`src/rtl/conv_encoder_tbz.sv`:
```
`default_nettype none
// ============================================================================
// conv_encoder_tbz : rate-1/N convolutional encoder, tail-biting or zero-tail,
//                    N coded streams packed LSB-first into bytes.  Rev 1.0
// ============================================================================
module conv_encoder_tbz #(
  parameter int              K     = 7,
  parameter int              N     = 3,
  parameter logic [N*K-1:0]  GEN   = {7'o165, 7'o171, 7'o133},
  parameter int              LEN_W = 11
) (
  input  logic             clk,
  input  logic             reset,
  input  logic             start,
  input  logic [LEN_W-1:0] cfg_len,
  input  logic             cfg_zt,
  input  logic [K-2:0]     cfg_tail,
  input  logic [7:0]       in_data,
  input  logic             in_valid,
  output logic             in_ready,
  output logic [8*N-1:0]   out_data,
  output logic             out_valid,
  input  logic             out_ready,
  output logic             out_last,
  output logic             busy,
  output logic             done
);

  localparam int FW = $clog2(K);

  localparam logic [1:0] S_IDLE  = 2'd0;
  localparam logic [1:0] S_RUN   = 2'd1;
  localparam logic [1:0] S_FLUSH = 2'd2;
  localparam logic [1:0] S_DRAIN = 2'd3;

  logic [1:0]       state, state_nxt;
  logic [7:0]       hold_data;
  logic             hold_valid;
  logic [2:0]       bit_idx;
  logic [LEN_W-1:0] bytes_left;
  logic             zt;
  logic [FW-1:0]    flush_cnt;
  logic [K-2:0]     sr;            // sr[j] holds c_{j+1}
  logic [8*N-1:0]   pack, pack_nxt;
  logic [3:0]       pack_cnt, pack_cnt_nxt;

  logic can_accept, pack_full, pack_ok, consume, enc_en, cur_bit, move;
  logic launch, accept, last_run_bit, last_flush_bit, final_hs;
  logic [2:0] pos;

  assign can_accept     = !out_valid || out_ready;
  assign pack_full      = (pack_cnt == 4'd8);
  assign pack_ok        = !pack_full || can_accept;
  assign consume        = (state == S_RUN) && hold_valid && pack_ok;
  assign enc_en         = consume || ((state == S_FLUSH) && pack_ok);
  assign cur_bit        = (state == S_RUN) ? hold_data[bit_idx] : 1'b0;
  assign move           = can_accept && (pack_full || ((state == S_DRAIN) && (pack_cnt != 4'd0)));
  assign launch         = (state == S_IDLE) && start && (cfg_len != '0);
  assign accept         = in_valid && in_ready;
  assign last_run_bit   = consume && (bit_idx == 3'd7) && (bytes_left == '0);
  assign last_flush_bit = (state == S_FLUSH) && enc_en && (flush_cnt == FW'(K - 2));
  assign final_hs       = out_valid && out_ready && out_last;

  // A pack moving out this cycle frees bit 0 for the bit being encoded now
  assign pos          = move ? 3'd0 : pack_cnt[2:0];
  assign pack_cnt_nxt = (move ? 4'd0 : pack_cnt) + {3'd0, enc_en};

  for (genvar s = 0; s < N; s++) begin : g_stream
    logic [K-1:0] taps;
    logic         coded;
    logic [7:0]   byte_cur, byte_nxt;

    for (genvar i = 0; i < K; i++) begin : g_tap
      assign taps[i] = GEN[s*K + K-1-i];
    end

    assign coded    = ^({sr, cur_bit} & taps);
    assign byte_cur = move ? 8'd0 : pack[8*s +: 8];

    always_comb begin
      byte_nxt = byte_cur;
      if (enc_en) byte_nxt[pos] = coded;
    end

    assign pack_nxt[8*s +: 8] = byte_nxt;
  end

  always_ff @(posedge clk or negedge reset) begin
    if (!reset) state <= S_IDLE;
    else        state <= state_nxt;
  end

  always_comb begin
    state_nxt = state;
    case (state)
      S_IDLE:  if (launch)         state_nxt = S_RUN;
      S_RUN:   if (last_run_bit)   state_nxt = zt ? S_FLUSH : S_DRAIN;
      S_FLUSH: if (last_flush_bit) state_nxt = S_DRAIN;
      S_DRAIN: if (final_hs)       state_nxt = S_IDLE;
      default:                     state_nxt = S_IDLE;
    endcase
  end

  always_comb begin
    busy     = (state != S_IDLE);
    in_ready = (state == S_RUN) && (!hold_valid || (consume && (bit_idx == 3'd7)))
               && (bytes_left != '0);
  end

  always_ff @(posedge clk or negedge reset) begin
    if (!reset) begin
      hold_data  <= '0;
      hold_valid <= 1'b0;
      bit_idx    <= '0;
      bytes_left <= '0;
      zt         <= 1'b0;
      flush_cnt  <= '0;
      sr         <= '0;
      pack       <= '0;
      pack_cnt   <= '0;
      out_data   <= '0;
      out_valid  <= 1'b0;
      out_last   <= 1'b0;
      done       <= 1'b0;
    end else begin
      done     <= final_hs;
      pack     <= pack_nxt;
      pack_cnt <= pack_cnt_nxt;

      if (launch) begin
        bytes_left <= cfg_len;
        zt         <= cfg_zt;
        sr         <= cfg_zt ? '0 : cfg_tail;
        flush_cnt  <= '0;
        hold_valid <= 1'b0;
        bit_idx    <= '0;
      end else begin
        if (enc_en) sr <= {sr[K-3:0], cur_bit};
        if ((state == S_FLUSH) && enc_en) flush_cnt <= flush_cnt + FW'(1);

        if (accept) begin
          hold_data  <= in_data;
          hold_valid <= 1'b1;
          bit_idx    <= '0;
          bytes_left <= bytes_left - LEN_W'(1);
        end else if (consume) begin
          bit_idx <= bit_idx + 3'd1;
          if (bit_idx == 3'd7) hold_valid <= 1'b0;
        end
      end

      if (move) begin
        out_data  <= pack;
        out_valid <= 1'b1;
        out_last  <= (state == S_DRAIN);
      end else if (out_valid && out_ready) begin
        out_valid <= 1'b0;
        out_last  <= 1'b0;
      end
    end
  end

endmodule
`default_nettype wire
```
`config.mk`:
```
export PLATFORM = sky130hd
export DESIGN_NAME = conv_encoder_tbz
export DESIGN_NICKNAME = d
export VERILOG_FILES = /design/src/rtl/conv_encoder_tbz.sv
export SDC_FILE = /design/constraint.sdc
export NUM_CORES = 1
export LEC_CHECK = 0
export ABC_AREA = 1
export CAP_MARGIN = 20
export CORE_MARGIN = 10
export CORE_UTILIZATION = 55
export DETAILED_ROUTE_END_ITERATION = 12
export HOLD_SLACK_MARGIN = 0.03
export PLACE_DENSITY = 0.8
export SYNTH_ARGS = -nofsm -noshare
export SYNTH_HDL_FRONTEND = slang
export SYNTH_SLANG_ARGS = --single-unit
```
`constraint.sdc`:
```
create_clock -name clk -period 2.19 [get_ports clk]
set_input_delay 0.438 -clock clk [delete_from_list [all_inputs] [get_ports clk]]
set_output_delay 0.438 -clock clk [all_outputs]
set_load 0.005 [all_outputs]
```
### Word level (Yosys, flattened, before mapping)

Index checks and enable logic that the tools add are counted.

* $add $sub $neg: 4
* multipliers: 0
* divide/modulo/power cells: 0
* $lt $le $gt $ge: 3
* equal/unequal tests: 10
* shift-type cells: 0
* mux-type cells: 39
* bitwise operators: 1
* reductions and logical operators: 43

Operator list (count)
* 8-bit 2-to-1 mux: 6
* 8-bit bitwise mux: 3
* 11-bit 2-to-1 mux: 2
* 11-bit nonzero test: 2
* 7-bit XOR reduction: 3
* 3-bit 2-to-1 mux: 6
* 6-bit 2-to-1 mux: 3
* 1-bit logical AND: 17
* 11-bit zero test: 1
* 1-bit 2-to-1 mux: 11
* 11-bit by 1-bit subtractor with 11-bit output, second input constant: 1
* 2-bit nonzero test: 5
* 3-bit by 4-bit less-than comparator with 1-bit output, second input constant: 2
* 2-bit 2-to-1 mux: 4
* 2-bit inequality test, second input constant: 4
* 2-bit case mux with 4 select lines: 1
* 3-bit by 1-bit adder with 3-bit output, second input constant: 2
* 3-bit equality test, second input constant: 2
* 3-bit nonzero test: 2
* 1-bit logical OR: 5
* 4-bit by 1-bit adder with 4-bit output: 1
* 2-bit equality test, second input constant: 2
* 4-bit equality test, second input constant: 1
* 4-bit 2-to-1 mux: 1
* 10 further kinds: 13

* flip-flop bits (word level): 90
* latch bits: 0
* bits in writable memories: 0
* bits in read-only memories: 0
* output and inout bits: 29
* logic and storage cells: 114
* memories kept: 0

### Depth between registers and ports, before layout

* depth after elaboration: 11
* gate-level depth with buffers: 13

### Least setup slack after synthesis

OpenSTA, ideal clock, no wires.

* kind: register to register
* from: reg state[1]
* to: reg hold_data[5]
* data arrival time: 1574 ps
* setup slack: 490 ps
* cell stages (with the launch flop): 13
* buffers on the path: 1
* period minus slack after synthesis: 1700 ps
* path through: dfrtp_1 > inv_1 > ha_1 > nand2_1 > inv_1 > nand2_2 > inv_2 > nand2_2 > nand2_2 > nand3_4 > nor2_4 > buf_6 > o21ai_0

* longest elaborated chain between the ends: 9

Ends and longest elaborated chain
* from (decl): RTL line 36 `logic [1:0] state, state_nxt;`
* from (signal assigned): RTL line 90 `else state <= state_nxt;`
* 2-bit by 1-bit equality test with 1-bit output: RTL line 54, 106
* 1-bit logical AND (2 in series): RTL line 54 `assign consume = (state == S_RUN) && hold_valid && pack_ok;`
* 1-bit logical AND: RTL line 106 `in_ready = (state == S_RUN) && (!hold_valid || (consume && (bit_idx == 3'd7)))`
* 1-bit logical OR: RTL line 106
* 1-bit logical AND: RTL line 106
* 1-bit logical AND: RTL line 107 `&& (bytes_left != '0);`
* 1-bit logical AND: RTL line 59 `assign accept = in_valid && in_ready;`
* 2-bit AND reduction (no line) *
* to (signal assigned): RTL line 142 `hold_data <= in_data;`
* to (decl): RTL line 37 `logic [7:0] hold_data;`

Every way passes the cells marked *; elsewhere a longest branch is shown, timed or not.
A chain may end at the register's enable or synchronous reset.

### Worst setup path after layout

* from: reg state[0]
* to: out busy

* longest elaborated chain between the ends: 1

Ends and longest elaborated chain
* 2-bit nonzero test: RTL line 105 `busy = (state != S_IDLE);`
* to (decl): RTL line 25 `output logic busy,`

No other way between the ends.

==> impl_metrics.toml <==
[run_status]
outcome = "finished clean"

[finish]
multi_input_area_um2 = 1970
layout.nets = 678
insertedDiodeCount = 0
fill_cells = 632
final_area_um2 = 5570
register_area_um2 = 2250
stdcell_count = 741
drive_gt1_share_pct = 12.5
syn_to_final_growth_pct = 25.6

[pwr]
combPwrFrac_pct = 50.2
p_total_w = 0.00757
p_per_area_nw_per_um2 = 1360
internal-power_w = 0.00435
switching_share_pct = 42.5
ir_drop_uv = 765
p_seq_share_pct = 36.1
p_clk_share_pct = 13.7
leakage_nw = 2.79
switchingPower_w = 0.00322

[die]
ioPinCount = 60
core-area_um2 = 7770
row_count = 32
die_w_um = 110
die_y_um = 110
fp.dieArea_um2 = 12000
initial_utilization_pct = 57.1

[yosys]
synth_compound_area_share_pct = 7.48
synth_top_area_share_pct = 50.8
synth-edff-count = 0
syn-cell-area_um2 = 4430
ys_warn_count = 0
ys_types = 35
synth_top_family_by_area = "simple AND/OR/NAND/NOR gates"
synthAdderAreaFrac_pct = 3.67
yosysTopAreaCell = "dfrtp_1"
syn_inst = 543
syn_avg_cell_area_um2 = 8.16
synth_ff_type = "dfrtp_1"
muxShareOfSynthArea_pct = 0
synth-xor-area-share_pct = 3.56
syn_nets = 587
synthSimpleGateAreaFrac_pct = 29.0
synth-seq-cells = 90
synth-seq-area-share_pct = 50.8
synthArstFlopShare_pct = 100
synthTopCellsByArea = "dfrtp_1 (51%), nand2_1 (18%), nand3_1 (5.0%), o21ai_0 (4.1%), inv_1 (3.7%)"

[sta]
setup-violations-final = 0
whs_ps = 32.8
drv_slew = 0
worst_slew_pin_slew_ps = 511
fin_skew_ps = 10.3
period_needed_ps = 2060
finalHoldViolCount = 0
fin_crit_sh_pct = 94.0
rsz0062_at_grt = "false"
fmax_ghz = 0.486
slew_headroom_pct = 65.9

[clock_network]
cts.sinks = 90
cts_buffers = 9
clock_path_buffers = 2
path_clk_slew_ps = 100
htree_levels = 3
cts.root.buffer_cell = "clkbuf_8"
cts_tree = "built"
cts_hold_buf = 0
clock_latency_ps = 360

[critical_path]
end_kind = "primary output"
ff2ff_setup_slack_ps = 230
arrival_ps = 1620
reg2regPathDepth = 10
cp_max_fo = 5
reg2reg_from = "bit_idx[0]"
crit_required_ps = 1750
crit_type = "reg -> out"
r2r-end = "pack[10]"
cp-start-kind = "register"

[detailed_routing]
wirelength_um = 9860
wl_per_cell_um = 13.3
drc = 0
num_vias = 3838
avgViaCountPerCell = 5.18
ant_nets = 0
first_pass_iters = 4
drtIter0Drc = 142

[grt]
gr-total-overflow = 0
grt_start_max_net_pins = 51
grt_pass1_wl_um = 16800
grt.total_usage_pct = 17.1
grt_pass1_vias = 3870
grt_antenna_before_repair = 0

[worst_hold_path]
hold_path.class = "in -> async"

[place]
dp_hpwl_um = 7290
io_buffers = 59
dpl_cell_area_um2 = 5320
dp_cells = 719
gp_congestion = 0.803

[flow_run]
maxCapViolations = 0
[cell usage after synthesis, drive strengths merged (2+ instances only)]
cell type / n
clkbuf: 5
nand3b: 3
ha: 13
o21ai: 49
nor2: 20
nand2: 218
inv: 47
a21oi: 6
buf: 8
nor3: 7
xnor2: 5
nand3: 46
nor4: 3
nand4: 3
dfrtp: 90
o31ai: 2
xor2: 13
[stage by stage]
step | setup slack [ps] | utilization (%) | setup TNS (ps)
global placement | -187 | 68.5 | -849
detailed placement | -182 | 68.5 | -1210
global route | 38.3 | 71.6 | 0
floorplan | 490 | - | 0
CTS | 6.75 | 71.0 | 0
finish | 131 | 71.6 | 0
[worst max-delay path, cell delays in order (launching register included)]
cell	delay, ps
dfrtp_2	440
inv_2	110
ha_2	230
inv_1	50
clkdlybuf4s50_1	440
[power groups by stage]
stage / logic, W / clock network (W) / registers (W)
2_1_floorplan: 0.00235 / 0 / 0.00269
3_3_place_gp: 0.00353 / 0 / 0.00271
3_5_place_dp: 0.00368 / 0 / 0.00275
4_1_cts: 0.00372 / 0.00105 / 0.00273
5_1_grt: 0.00433 / 0.00113 / 0.00281
6_report: 0.00380 / 0.00104 / 0.00273
[how the worst max path moves through the flow]
stage                  start           end  slack, ps  depth (start not counted)
2_1_floorplan       state[1]  hold_data[5]        490                         12
3_3_place_gp       out_ready      in_ready       -190                          8
3_5_place_dp       out_ready      in_ready       -180                          8
4_1_cts        bytes_left[1]      in_ready          7                          7
5_1_grt           bit_idx[0]      pack[16]         40                         10
6_report            state[0]          busy        130                          4
[what timing repair did]
action                     4_1_cts  5_1_grt
buffers inserted                 0        6
setup endpoints to repair        1        6
resized for setup                9        7
gates cloned                     0        0
pin swaps                        0        3
[cell type report]
type / count / share of cell area [%]
clock buffers: 10 / 2.29
clock inverters: 6 / 0.899
inverters: 47 / 3.17
multi-input cells: 393 / 35.3
flip-flops and latches: 90 / 40.5
well taps: 102 / 2.29
repair buffers: 93 / 15.5
[registers in the layout, summed over array words and instances (netlist names), 2 cells and up]
register / count
bit_idx: 3
bytes_left: 11
pack_cnt: 4
pack: 24
flush_cnt: 3
out_data: 24
hold_data: 8
state: 2
sr: 6
[cells by family after synthesis]
| group | after synthesis |
|---|---|
| buffers and inverters | 60 |
| adders and majority gates | 13 |
| and+or+nand+nor | 300 |
| AOI/OAI and AO/OA | 62 |
| xor gates and xnor gates | 18 |
| DFF | 90 |
[metal layers]
| layer | GRT usage [%] | vias up | part of all wire (%) |
|---|---|---|---|
| met3 | 4.10 | 12 | 5.7 |
| li1 | - | 1923 | - |
| met5 | 0 | - | 0 |
| met2 | 29.6 | 97 | 51 |
| met4 | 5.86 | 0 | 1.1 |
| met1 | 20.3 | 1806 | 42 |
[cells in the final DEF, fill, tap and decap left out, types with 3 or more instances in the layout]
master,instances
nand2_1,208
dfrtp_1,89
clkdlybuf4s50_1,57
nand3_1,44
inv_1,41
o21ai_0,36
buf_4,33
nor2_1,16
xor2_1,13
o21ai_1,12
ha_1,11
nand2_2,9
clkbuf_8,9
inv_2,6
a21oi_1,6
xnor2_1,5
nor3_1,5
nand3b_1,3
nand4_1,3
nor4_1,3
(Power assumes the default switching activity.)
